===== config.mk =====
export PLATFORM = sky130hd
export DESIGN_NAME = apb3_bridge_n
export DESIGN_NICKNAME = d
export VERILOG_FILES = /design/src/rtl/apb3_bridge_n.sv
export SDC_FILE = /design/constraint.sdc
export NUM_CORES = 1
export LEC_CHECK = 0
export ABC_AREA = 1
export BUFFER_PORTS_ARGS = -buffer_cell sky130_fd_sc_hd__buf_2
export CAP_MARGIN = 10
export CORE_AREA = 2 2 122 124
export CTS_CLUSTER_DIAMETER = 30
export CTS_CLUSTER_SIZE = 28
export DETAILED_ROUTE_END_ITERATION = 8
export DIE_AREA = 0 0 124 126
export GPL_ROUTABILITY_DRIVEN = 0
export PLACE_DENSITY = 0.72
export SYNTH_ARGS = -nofsm -noshare
export SYNTH_HDL_FRONTEND = slang
export SYNTH_SLANG_ARGS = --single-unit

===== constraint.sdc =====
create_clock -name PCLK -period 2.17 [get_ports PCLK]
set_input_delay 0.3255 -clock PCLK [delete_from_list [all_inputs] [get_ports PCLK]]
set_output_delay 0.3255 -clock PCLK [all_outputs]
set_load 0.03 [all_outputs]

===== src/rtl/apb3_bridge_n.sv =====
// Registered APB3 bridge: one master fanned out to up to 16 slave slots with registered decode.
// Optional ACCESS-phase watchdog (counter, abort path, TOUT) is built when APB3_TIMEOUT_EN is defined.
module apb3_bridge_n #(
    parameter int unsigned APB_DWIDTH     = 32,
    parameter int unsigned NUM_SLAVES     = 4,
    parameter int unsigned MADDR_BITS     = 20,
    parameter int unsigned TIMEOUT_CYCLES = 255
) (
    input  logic                             PCLK,
    input  logic                             PRESETN,
    input  logic [31:0]                      PADDR,
    input  logic                             PSEL,
    input  logic                             PENABLE,
    input  logic                             PWRITE,
    input  logic [APB_DWIDTH-1:0]            PWDATA,
    output logic [APB_DWIDTH-1:0]            PRDATA,
    output logic                             PREADY,
    output logic                             PSLVERR,
    output logic [31:0]                      PADDRS,
    output logic                             PWRITES,
    output logic                             PENABLES,
    output logic [APB_DWIDTH-1:0]            PWDATAS,
    output logic [NUM_SLAVES-1:0]            PSELS,
    input  logic [NUM_SLAVES*APB_DWIDTH-1:0] PRDATAS,
    input  logic [NUM_SLAVES-1:0]            PREADYS,
    input  logic [NUM_SLAVES-1:0]            PSLVERRS,
    output logic                             TOUT
);
    localparam int unsigned ADDR_W     = 32;
    localparam int unsigned SLOT_W     = 4;
    localparam int unsigned SLOT_CMP_W = SLOT_W + 1;
    localparam int unsigned CNT_W      = 16;

    typedef enum logic [1:0] {
        S_IDLE   = 2'd0,
        S_SETUP  = 2'd1,
        S_ACCESS = 2'd2,
        S_DONE   = 2'd3
    } state_t;

    state_t                r_state;
    state_t                w_state_nxt;
    logic [SLOT_W-1:0]     r_slot;
    logic [SLOT_W-1:0]     w_req_slot;
    logic [SLOT_W-1:0]     w_slot_nxt;
    logic                  w_accept;
    logic                  w_req_mapped;
    logic                  w_sel_ready;
    logic                  w_sel_err;
    logic [APB_DWIDTH-1:0] w_sel_rdata;
    logic                  w_abort;
    logic                  w_err_nxt;
    logic [APB_DWIDTH-1:0] w_rdata_nxt;
    logic [NUM_SLAVES-1:0] w_onehot;
    logic [NUM_SLAVES-1:0] w_psels_nxt;
    logic                  w_penables_nxt;
    logic                  w_pready_nxt;
    logic                  w_pslverr_nxt;
    logic [APB_DWIDTH-1:0] w_prdata_nxt;

    logic [APB_DWIDTH-1:0] r_prdata;
    logic                  r_pready;
    logic                  r_pslverr;
    logic [ADDR_W-1:0]     r_paddrs;
    logic                  r_pwrites;
    logic                  r_penables;
    logic [APB_DWIDTH-1:0] r_pwdatas;
    logic [NUM_SLAVES-1:0] r_psels;

    assign w_req_slot   = PADDR[MADDR_BITS-1 -: SLOT_W];
    assign w_req_mapped = ({1'b0, w_req_slot} < SLOT_CMP_W'(NUM_SLAVES));
    assign w_accept     = (r_state == S_IDLE) && PSEL && !PENABLE;
    assign w_slot_nxt   = w_accept ? w_req_slot : r_slot;

    // Only the addressed slot's response is looked at.
    always_comb begin
        w_sel_ready = 1'b0;
        w_sel_err   = 1'b0;
        w_sel_rdata = '0;
        for (int unsigned k = 0; k < NUM_SLAVES; k++) begin
            if (r_slot == SLOT_W'(k)) begin
                w_sel_ready = PREADYS[k];
                w_sel_err   = PSLVERRS[k];
                w_sel_rdata = PRDATAS[k*APB_DWIDTH +: APB_DWIDTH];
            end
        end
    end

`ifdef APB3_TIMEOUT_EN
    logic [CNT_W-1:0] r_tcnt;
    logic             r_tout;

    assign w_abort = (r_state == S_ACCESS) && !w_sel_ready &&
                     (r_tcnt == CNT_W'(TIMEOUT_CYCLES - 1));

    // Saturating wait counter, restarted for every mapped transfer.
    always_ff @(posedge PCLK or negedge PRESETN) begin
        if (!PRESETN) begin
            r_tcnt <= '0;
            r_tout <= 1'b0;
        end else begin
            r_tout <= w_abort;
            if (r_state == S_SETUP) begin
                r_tcnt <= '0;
            end else if ((r_state == S_ACCESS) && !w_sel_ready && (r_tcnt != '1)) begin
                r_tcnt <= r_tcnt + CNT_W'(1);
            end
        end
    end

    assign TOUT = r_tout;
`else
    logic [CNT_W-1:0] w_unused_timeout;

    assign w_unused_timeout = CNT_W'(TIMEOUT_CYCLES);
    assign w_abort          = 1'b0;
    assign TOUT             = 1'b0;
`endif

    always_ff @(posedge PCLK or negedge PRESETN) begin
        if (!PRESETN) begin
            r_state <= S_IDLE;
        end else begin
            r_state <= w_state_nxt;
        end
    end

    always_comb begin
        w_state_nxt = r_state;
        case (r_state)
            S_IDLE: begin
                if (w_accept) begin
                    w_state_nxt = w_req_mapped ? S_SETUP : S_DONE;
                end
            end
            S_SETUP:  w_state_nxt = S_ACCESS;
            S_ACCESS: begin
                if (w_sel_ready || w_abort) begin
                    w_state_nxt = S_DONE;
                end
            end
            S_DONE:   w_state_nxt = S_IDLE;
            default:  w_state_nxt = S_IDLE;
        endcase
    end

    // Completion defaults to an error with zero data (unmapped or aborted).
    always_comb begin
        w_err_nxt      = 1'b1;
        w_rdata_nxt    = '0;
        w_psels_nxt    = '0;
        w_penables_nxt = 1'b0;
        w_pready_nxt   = 1'b0;
        w_pslverr_nxt  = 1'b0;
        w_prdata_nxt   = '0;
        for (int unsigned k = 0; k < NUM_SLAVES; k++) begin
            w_onehot[k] = (w_slot_nxt == SLOT_W'(k));
        end
        if ((r_state == S_ACCESS) && w_sel_ready) begin
            w_err_nxt   = w_sel_err;
            w_rdata_nxt = r_pwrites ? '0 : w_sel_rdata;
        end
        case (w_state_nxt)
            S_SETUP:  w_psels_nxt = w_onehot;
            S_ACCESS: begin
                w_psels_nxt    = w_onehot;
                w_penables_nxt = 1'b1;
            end
            S_DONE: begin
                w_pready_nxt  = 1'b1;
                w_pslverr_nxt = w_err_nxt;
                w_prdata_nxt  = w_rdata_nxt;
            end
            default: ;
        endcase
    end

    always_ff @(posedge PCLK or negedge PRESETN) begin
        if (!PRESETN) begin
            r_slot     <= '0;
            r_paddrs   <= '0;
            r_pwrites  <= 1'b0;
            r_pwdatas  <= '0;
            r_psels    <= '0;
            r_penables <= 1'b0;
            r_pready   <= 1'b0;
            r_pslverr  <= 1'b0;
            r_prdata   <= '0;
        end else begin
            if (w_accept) begin
                r_slot    <= w_req_slot;
                r_paddrs  <= PADDR;
                r_pwrites <= PWRITE;
                r_pwdatas <= PWDATA;
            end
            r_psels    <= w_psels_nxt;
            r_penables <= w_penables_nxt;
            r_pready   <= w_pready_nxt;
            r_pslverr  <= w_pslverr_nxt;
            r_prdata   <= w_prdata_nxt;
        end
    end

    assign PRDATA   = r_prdata;
    assign PREADY   = r_pready;
    assign PSLVERR  = r_pslverr;
    assign PADDRS   = r_paddrs;
    assign PWRITES  = r_pwrites;
    assign PENABLES = r_penables;
    assign PWDATAS  = r_pwdatas;
    assign PSELS    = r_psels;

endmodule


==> flow_summary.json <==
{
  "grt_use_met3_pct": 4.85,
  "syn_avg_cell_area_um2": 7.76,
  "min_path_type": "in -> reg",
  "syn-num-nets": 886,
  "cp.required_ns": 2.45,
  "cts_tree": "built",
  "r2r-start": "r_state[0]",
  "seqCellArea_um2": 2750,
  "drv_cap": 0,
  "worstHoldStart": "PADDR[28]",
  "syn_inst": 678,
  "max-clock-path-buffers": 2,
  "worstPathMaxFanout": 7,
  "arrival_ns": 2.30,
  "antenna_left": 0,
  "outcome": "completed",
  "clock_tree.root_cell": "clkbuf_16",
  "grtUsageMet2_pct": 35.7,
  "routed_wirelength_mm": 16.9,
  "row_count": 44,
  "grt_max_degree": 65,
  "hold_ws_ns": 0.174,
  "r2r_setup_slack_ns": 0.15,
  "die_w_um": 124,
  "h-tree-depth": 3,
  "drt-initial-drc-count": 371,
  "min_to": "PADDRS[28]",
  "fillers": 1453,
  "num_io_pins": 310,
  "finalSetupTns_ns": 0,
  "worst_pin_slew_ns": 0.627,
  "cts_buffers": 9,
  "dp_hpwl_mm": 12.8,
  "grt_setup_unrepaired": "false",
  "syn_to_final_growth_pct": 38.9,
  "busiest_layer": "met2",
  "start_util_pct": 36.8,
  "drc": 0,
  "clkTransAtPathRegs_ns": 0.08,
  "finalHoldViolCount": 0,
  "start_kind": "flip-flop",
  "seq_area_frac_synth_pct": 52.3,
  "drv_slew": 0,
  "period_share_pct": 93.2,
  "yosysTopAreaCell": "dfrtp_1",
  "post-place-ws_ns": 0.152,
  "ys.warnings.count": 0,
  "slew-limit-headroom_pct": 58.2,
  "min_period_ns": 2.02,
  "via_per_inst": 4.91,
  "drive_above_1_share_pct": 36.2,
  "fin_nets": 1173,
  "io_buffers": 308,
  "drtPass1Iterations": 5,
  "fmax_mhz": 495,
  "setup_viol": 0,
  "die-area_um2": 15600,
  "leakage_uw": 0.00415,
  "min_path_cells": 3,
  "crit_path_end_kind": "flip-flop",
  "ys_ff_latch": 110,
  "grt_pass1_wl_mm": 25.8,
  "finClkSkew_ns": 0.00830,
  "antenna_found_initial": 1,
  "reg2reg_depth": 11,
  "r2r_end": "PSELS[1]",
  "via_count": 5672,
  "synth_area_leaders": "dfrtp_1 (52%), nand2_1 (17%), nand3_1 (10%)",
  "synth.cell_area_um2": 5260,
  "grt_usage_pct": 21.1,
  "grt_overflow": 0,
  "clkSinkCount": 110,
  "critPathKind": "reg -> reg",
  "synth_top_area_share_pct": 52.3,
  "coreArea_um2": 14300,
  "multi_input_area_um2": 2260,
  "clk_latency_ns": 0.34,
  "post_cts.repair.setup_buffers": 0,
  "yosysUniqueCellTypes": 20,
  "grt_pass1_vias": 5204,
  "grt_use_met1_pct": 25.6,
  "routedWlPerCell_um": 14.7,
  "ir_drop_mv": 0.606,
  "layout_setup_ws_ns": 0.148,
  "die-height_um": 126,
  "power_density_nw_per_um2": 1470
}
[cells by family (layout without fill, tap and decap cells)]
logic type,after synthesis,after routing,synth area share [%]
other cells,1,2,0.0712
flops,110,110,52.3
simple gates,429,429,33.5
buf+inv,66,358,5.30
fa+ha+maj,3,3,0.713
compound gates,69,69,8.11
[cell usage after synthesis (all sizes together)]
library cell,n
conb,1
nand4,1
ha,3
nor2,76
nand2,243
dfrtp,110
o31ai,31
clkbuf,28
buf,22
or2,2
nand3,107
o21ai,37
inv,16
a21oi,1
[layer usage]
layer,vias to the layer above,routed length [um],share of wire (%)
met3,35,1610,9.5
li1,2776,-,-
met1,2581,6660,39
met2,280,8190,48
met5,-,0,0
met4,0,482,2.8
[critical path: stages (launching register included)]
cell and delay, ns:
dfrtp_1 0.38, inv_1 0.10, ha_1 0.28, nand3_4 0.15, inv_2 0.07, o21ai_0 0.08, nand3_1 0.07, nand2_1 0.05
inv_1 0.12, ha_1 0.26, or2_2 0.31, nor2_1 0.09
[cell type report]
| type | count | area share, % |
|---|---|---|
| tap | 184 | 3.15 |
| sequential | 110 | 37.6 |
| inverter | 16 | 0.821 |
| multi-input combinational | 502 | 30.9 |
| antenna | 1 | 0.0342 |
| timing repair buffer | 326 | 23.6 |
| clock inverter | 7 | 0.855 |
| clock buffer | 9 | 3.08 |
[flip-flops by register name (all words and copies together) (netlist names)]
signal,count
r_slot,4
PRDATA,32
PSLVERR,1
PSELS,4
PWDATAS,32
PWRITES,1
PENABLES,1
PADDRS,32
r_state,2
PREADY,1
[report_power, final]
part	internal [uW]	switching, uW	total (uW)
Combinational	1750	4230	5980
Clock	807	790	1600
Sequential	2800	397	3190
Total	5350	5410	10800
[how the worst max path moves through the flow]
stage	start	end	slack (ns)	cells after the start
3_5_place_dp	r_state[0]	PRDATA[29]	0.15	11
4_1_cts	r_state[0]	PRDATA[29]	0.12	11
3_3_place_gp	r_state[0]	PSELS[1]	0.26	11
6_report	r_state[0]	PSELS[1]	0.15	11
2_1_floorplan	r_state[0]	PSELS[1]	0.28	11
5_1_grt	r_state[0]	PSELS[1]	0.009	11
[placed cells by master, fill, tap and decap left out, drive strengths merged, types with 2 or more instances in the layout]
cell and n:
buf 325, nand2 243, dfrtp 110, nand3 107, nor2 76, o21ai 37
o31ai 31, inv 20, clkbuf 9, ha 3, clkinv 3, or2 2
[per-stage QoR]
step                util [%]  instance area [um2]  instances  power, uW
finish                  51.1                 7310       1155      10800
global route            51.1                 7310       1155      11600
global placement        48.9                 6990       1137       9120
CTS                     50.9                 7290       1154      10800
detailed placement      48.9                 6990       1137       9190
floorplan                  -                 5260        678       7280
[timing repair]
action	CTS	global route
endpoints found under the hold margin	27	0
gates resized for setup	0	3
setup endpoints to repair	0	27
hold buffers	1	0
Power figures use the tool's default switching activity.
